===== src/rtl/stopwatch_ctrl.sv =====
// Stopwatch control front-end: key synchronisers, debouncers, press
// detection and the run/pause/finish state machine driving the timer.
//
// state | meaning
// ------+-----------------------------------------------
// IDLE  | after reset, timer held, waiting for start
// RUN   | timer counting (switch=1)
// PAUSE | timer held, start resumes, finish ends
// DONE  | finished display (finish=1), left only by reset
module stopwatch_ctrl #(
  parameter int DEBOUNCE_CYCLES = 1000000,
  parameter int CNT_W           = 20
) (
  input  logic       clock,
  input  logic       reset,
  input  logic       key_start_n,
  input  logic       key_finish_n,
  output logic       switch,
  output logic       finish,
  output logic [1:0] state
);

  typedef enum logic [1:0] {
    IDLE  = 2'b00,
    RUN   = 2'b01,
    PAUSE = 2'b10,
    DONE  = 2'b11
  } state_t;

  localparam logic [CNT_W-1:0] CNT_LAST = CNT_W'(DEBOUNCE_CYCLES - 1);

  // bit 0 = start key, bit 1 = finish key
  logic [1:0]       keys;
  logic [1:0]       sync1;
  logic [1:0]       sync2;
  logic [1:0]       deb;
  logic [1:0]       deb_prev;
  logic [1:0]       press;
  logic [CNT_W-1:0] cnt [2];
  state_t           state_q;
  state_t           state_d;

  assign keys = {key_finish_n, key_start_n};

  // two-flop synchronisers for the asynchronous buttons
  always_ff @(posedge clock) begin
    if (!reset) begin
      sync1 <= 2'b11;
      sync2 <= 2'b11;
    end else begin
      sync1 <= keys;
      sync2 <= sync1;
    end
  end

  // accept a new level only after it has been stable for DEBOUNCE_CYCLES
  always_ff @(posedge clock) begin
    if (!reset) begin
      deb <= 2'b11;
      for (int i = 0; i < 2; i++) cnt[i] <= '0;
    end else begin
      for (int i = 0; i < 2; i++) begin
        if (sync2[i] == deb[i]) begin
          cnt[i] <= '0;
        end else if (cnt[i] == CNT_LAST) begin
          deb[i] <= sync2[i];
          cnt[i] <= '0;
        end else begin
          cnt[i] <= cnt[i] + 1'b1;
        end
      end
    end
  end

  // one-cycle press pulse on each debounced falling edge
  always_ff @(posedge clock) begin
    if (!reset) begin
      deb_prev <= 2'b11;
      press    <= 2'b00;
    end else begin
      deb_prev <= deb;
      press    <= deb_prev & ~deb;
    end
  end

  // state register
  always_ff @(posedge clock) begin
    if (!reset) state_q <= IDLE;
    else        state_q <= state_d;
  end

  // next state; finish takes priority over start in RUN and PAUSE
  always_comb begin
    state_d = state_q;
    case (state_q)
      IDLE:    if (press[0]) state_d = RUN;
      RUN:     if (press[1]) state_d = DONE;
               else if (press[0]) state_d = PAUSE;
      PAUSE:   if (press[1]) state_d = DONE;
               else if (press[0]) state_d = RUN;
      DONE:    state_d = DONE;
      default: state_d = IDLE;
    endcase
  end

  assign state  = state_q;
  assign switch = (state_q == RUN);
  assign finish = (state_q == DONE);

endmodule

===== config.mk =====
export PLATFORM = sky130hd
export DESIGN_NAME = stopwatch_ctrl
export DESIGN_NICKNAME = d
export VERILOG_FILES = /design/src/rtl/stopwatch_ctrl.sv
export SDC_FILE = /design/constraint.sdc
export NUM_CORES = 1
export LEC_CHECK = 0
export CORE_MARGIN = 4
export CORE_UTILIZATION = 45
export DETAILED_ROUTE_END_ITERATION = 7
export HOLD_SLACK_MARGIN = 0.05
export PLACE_DENSITY_LB_ADDON = 0.3
export REMOVE_ABC_BUFFERS = 1
export SKIP_CTS_REPAIR_TIMING = 1
export SYNTH_ARGS = -nofsm -noshare
export SYNTH_HDL_FRONTEND = slang
export SYNTH_SLANG_ARGS = --single-unit

===== constraint.sdc =====
create_clock -name clock -period 3.6 [get_ports clock]
set_clock_uncertainty 0.2 [all_clocks]
set_input_delay 0.54 -clock clock [delete_from_list [all_inputs] [get_ports clock]]
set_output_delay 0.54 -clock clock [all_outputs]
set_load 0.02 [all_outputs]

=== After elaboration in Yosys (flattened, before gate mapping) ===
Memory sizes are Yosys's and may differ from the RTL's.
Index checks and enable logic that the tools add are counted.

* Memories kept: 1
* Bits in latches: 0
* Logic and storage cells: 65
* Input bits: 4
* Memory bits (writable): 40
* Bits in registers: 12
* ROM bits: 0
* Output and inout bits: 4

{| class="wikitable"
|+ Memories
! name !! depth !! width !! rd ports !! clocked after memory_dff !! wr ports !! RTL line !! source
|-
| cnt || 2 || 20 || 2 || 0 || 2 || 39 || <nowiki>logic [CNT_W-1:0] cnt [2];</nowiki>
|}

* $add $sub $neg: 2
* Shifts and indexed selects: 0
* Order comparisons: 0
* Div/mod/pow operators: 0
* Reductions and logical operators: 3
* Muxes and demuxes: 34
* Multipliers: 0
* Eq/ne operators: 8
* Bitwise logic cells: 10

{| class="wikitable"
|+ Operators with widths
! cell !! count
|-
| $mux W20 || 6
|-
| $add A20 B1 Y20 const B || 2
|-
| $eq A20 B20 Y1 const B || 2
|-
| $mux W1 || 23
|-
| $mux W2 || 4
|-
| $pmux W2 S4 || 1
|-
| $or A1 B1 Y1 || 6
|-
| $eq A2 B2 Y1 const B || 2
|-
| $reduce_and A2 Y1 || 2
|-
| $ne A3 B1 Y1 const B || 1
|-
| $and A2 B2 Y2 || 1
|-
| $eq A1 B1 Y1 || 2
|-
| $eq A2 B1 Y1 const B || 1
|-
| $logic_not A2 Y1 || 1
|-
| $not A1 Y1 || 2
|-
| $not A2 Y2 || 1
|}

=== Logic depth before layout (Yosys ltp) ===
* Depth after elaboration: 7
* Gate-level depth with buffers: 6
* Depth with buffers taken out: 5

=== Worst setup path after synthesis ===
Ideal clock, no wire load.

* Path kind: register -> register
* Start point: mem cnt[1][0]
* End point: mem cnt[1][18] (data pin)
* Arrival: 1.860 ns
* Data required time: 3.253 ns
* Cell stages (with the launch flop): 7
* Setup slack: 1.393 ns
* Library setup time: 0.147 ns
* Path buffers: 1
* Clock period less this slack: 2.207 ns
* Path through: edfxtp_1 > ha_1 > inv_1 > or4_1 > buf_2 > or4_1 > a21oi_1

{| class="wikitable"
|+ RTL lines
! item !! RTL line
|-
| start: declaration || 39
|}

==> impl_metrics.tcl <==
set metrics [dict create \
    synth_cells 249 \
    crit_required_ps 3430 \
    criticalPathCategory "reg2reg" \
    synth.area.top_cells "edfxtp_1 46%, dfxtp_1 9.1%, nor2_1 5.0%, xnor2_1 4.7%, xor2_1 4.3%" \
    synthArstFlopShare_pct 0 \
    synth_edf_count 40 \
    maxCapViolCount 0 \
    drt_iter0_markers 71 \
    start_util_pct 47.2 \
    fin_nets 303 \
    fin_crit_ps 2490 \
    vias 1832 \
    hold_path.class "reg2reg" \
    rows 27 \
    p_per_area_mw_per_mm2 354 \
    die_y_um 84.5 \
    fp.dieW_um 84.5 \
    status "completed" \
    clkTransAtPathRegs_ps 90 \
    drtAntennaViolNets 0 \
    yosys.area.top_type_share_pct 45.6 \
    yosysTopAreaCell "edfxtp_1" \
    critical_path_peak_fanout 19 \
    period_share_pct 69.0 \
    ys_warn_count 0 \
    cts_max_level 2 \
    synth.ff_latch_count 52 \
    place_area_mm2 0.00292 \
    core-area_mm2 0.00557 \
    diodes 0 \
    startpoint_type "flip-flop" \
    yosys-top-cells-count "40 x edfxtp_1, 35 x nor2_1, 15 x nand3_1, 14 x xnor2_1, 13 x xor2_1" \
    rsz0062_at_grt "false" \
    wl_um 4460 \
    wl_per_cell_um 12.1 \
    fin_ws_ps 1110 \
    yosys_most_used_dff "edfxtp_1" \
    cts_tree "built" \
    netlist_area_mm2 0.00263 \
    peakVddDrop_mv 0.300 \
    grt_pass1_vias 1709 \
    busiest_layer "met2" \
    power.total_mw 1.06 \
    ios 8 \
    gr-total-overflow 0 \
    cts_made_buffers 5 \
    synth.most_common_cell "edfxtp_1" \
    final_area_mm2 0.00300 \
    areaGrowthSynthToFinish_pct 14.1 \
    synth_cell_types 39 \
    ctsLongestPathBuffers 2 \
    max_slew.worst_pin.slew_ps 768 \
    cts-root-buf "clkbuf_8" \
    grtUsageMet3_pct 4.51 \
    grt_max_degree 21 \
    grt_antenna_before_repair 0 \
    viasPerCell 4.95 \
    use_met2_pct 21.5 \
    grt_pass1_wl_um 7540 \
    layout-drive-gt1-share_pct 5.03 \
    met1_usage_pct 15.9 \
    post-place-ws_ps 1090 \
    cp.arrival_ps 2320 \
    syn_avg_cell_area_um2 10.6 \
    gp_congestion 0.776 \
    setup_viol 0 \
    grt_usage_pct 13.0 \
    drc 0 \
    drtPass1Iterations 4 \
    synth_seq_area_share_pct 54.8 \
    tns_ps 0 \
    cp-end-kind "flip-flop" \
    fmax_ghz 0.402 \
    hold_viol_final 0 \
    fillers 521 \
    dieArea_mm2 0.00714 \
    p_leak_nw 1.04 \
    dp_hpwl_um 3190 \
    cts_sinks 52 \
    slew_viol_final 0 \
    relSlewSlack_pct 48.6 \
    io_buffers 7 \
    clk_latency_ps 310 \
]
-- final cells by class --
class	instances	area, um2	share of cell area (%)
sequential	52	1440	48.0
clock inverter	2	11.3	0.375
timing repair buffer	8	77.6	2.58
clock buffer	6	72.6	2.42
inverter	12	45.0	1.50
tap	72	90.1	3.00
multi-input combinational	218	1260	42.1
-- final timing paths --
kind	slack, ps	endpoint	cells after the start	start
setup / recovery	1110	cnt[0][4]	4	cnt[0][16]
hold / removal	220	press[1]	2	deb_prev[1]
setup reg to reg	1110	cnt[0][4]	4	cnt[0][16]
hold reg to reg	220	press[1]	2	deb_prev[1]
-- registers in the layout, indices dropped and copies added (netlist names) --
name,flops
sync1,2
sync2,2
state,2
deb_prev,2
deb,2
press,2
cnt,40
-- logic make-up (layout without fill, tap and decap cells) --
family / Yosys count / after routing / share of synthesized area [%]
flops: 52 / 52 / 54.8
other cells: 1 / 40 / 0.142
buf+inv: 18 / 28 / 2.76
compound gates: 30 / 30 / 7.22
xor+xnor: 27 / 27 / 8.98
fa+ha+maj: 2 / 2 / 0.950
mux: 1 / 1 / 0.428
simple gates: 118 / 118 / 24.8
-- cells in the final DEF (no fill, tap or decap), types with 5 or more instances in the layout --
cell type,count
a21oi_1,12
clkdlybuf4s50_1,7
nand4_1,10
dfxtp_1,12
or3_1,7
xnor2_1,14
o31ai_1,7
inv_1,12
o21ai_0,6
xor2_1,13
or4_1,7
edfxtp_1,40
conb_1,40
nand2b_1,8
nor3_1,5
nor2_1,35
clkbuf_8,5
nand2_1,10
nand3_1,15
-- critical path, cell delays in order, from the launching register on --
cell	delay, ps
edfxtp_1	410
nand3_1	120
or4b_2	680
o211ai_2	660
nor2_1	130
-- routing by layer --
| layer | vias to the layer above | share of wire, % | wire length [um] |
|---|---|---|---|
| li1 | 969 | - | - |
| met4 | 0 | 1.5 | 68 |
| met3 | 6 | 3.1 | 139 |
| met5 | - | 0 | 0 |
| met2 | 14 | 49 | 2170 |
| met1 | 843 | 47 | 2080 |
-- through the flow --
step	utilization (%)	hold slack (ps)	instances
2_1_floorplan	-	186	282
3_3_place_gp	52.4	193	362
5_1_grt	53.9	242	370
4_1_cts	53.9	222	370
3_5_place_dp	52.4	200	362
6_report	53.9	218	370
-- power breakdown --
part           switching [mW]  internal [mW]  leakage (nW)
sequential             0.0241          0.666         0.511
combinational          0.0267         0.0193         0.481
clock                   0.190          0.137        0.0455
Power figures use the tool's default switching activity.
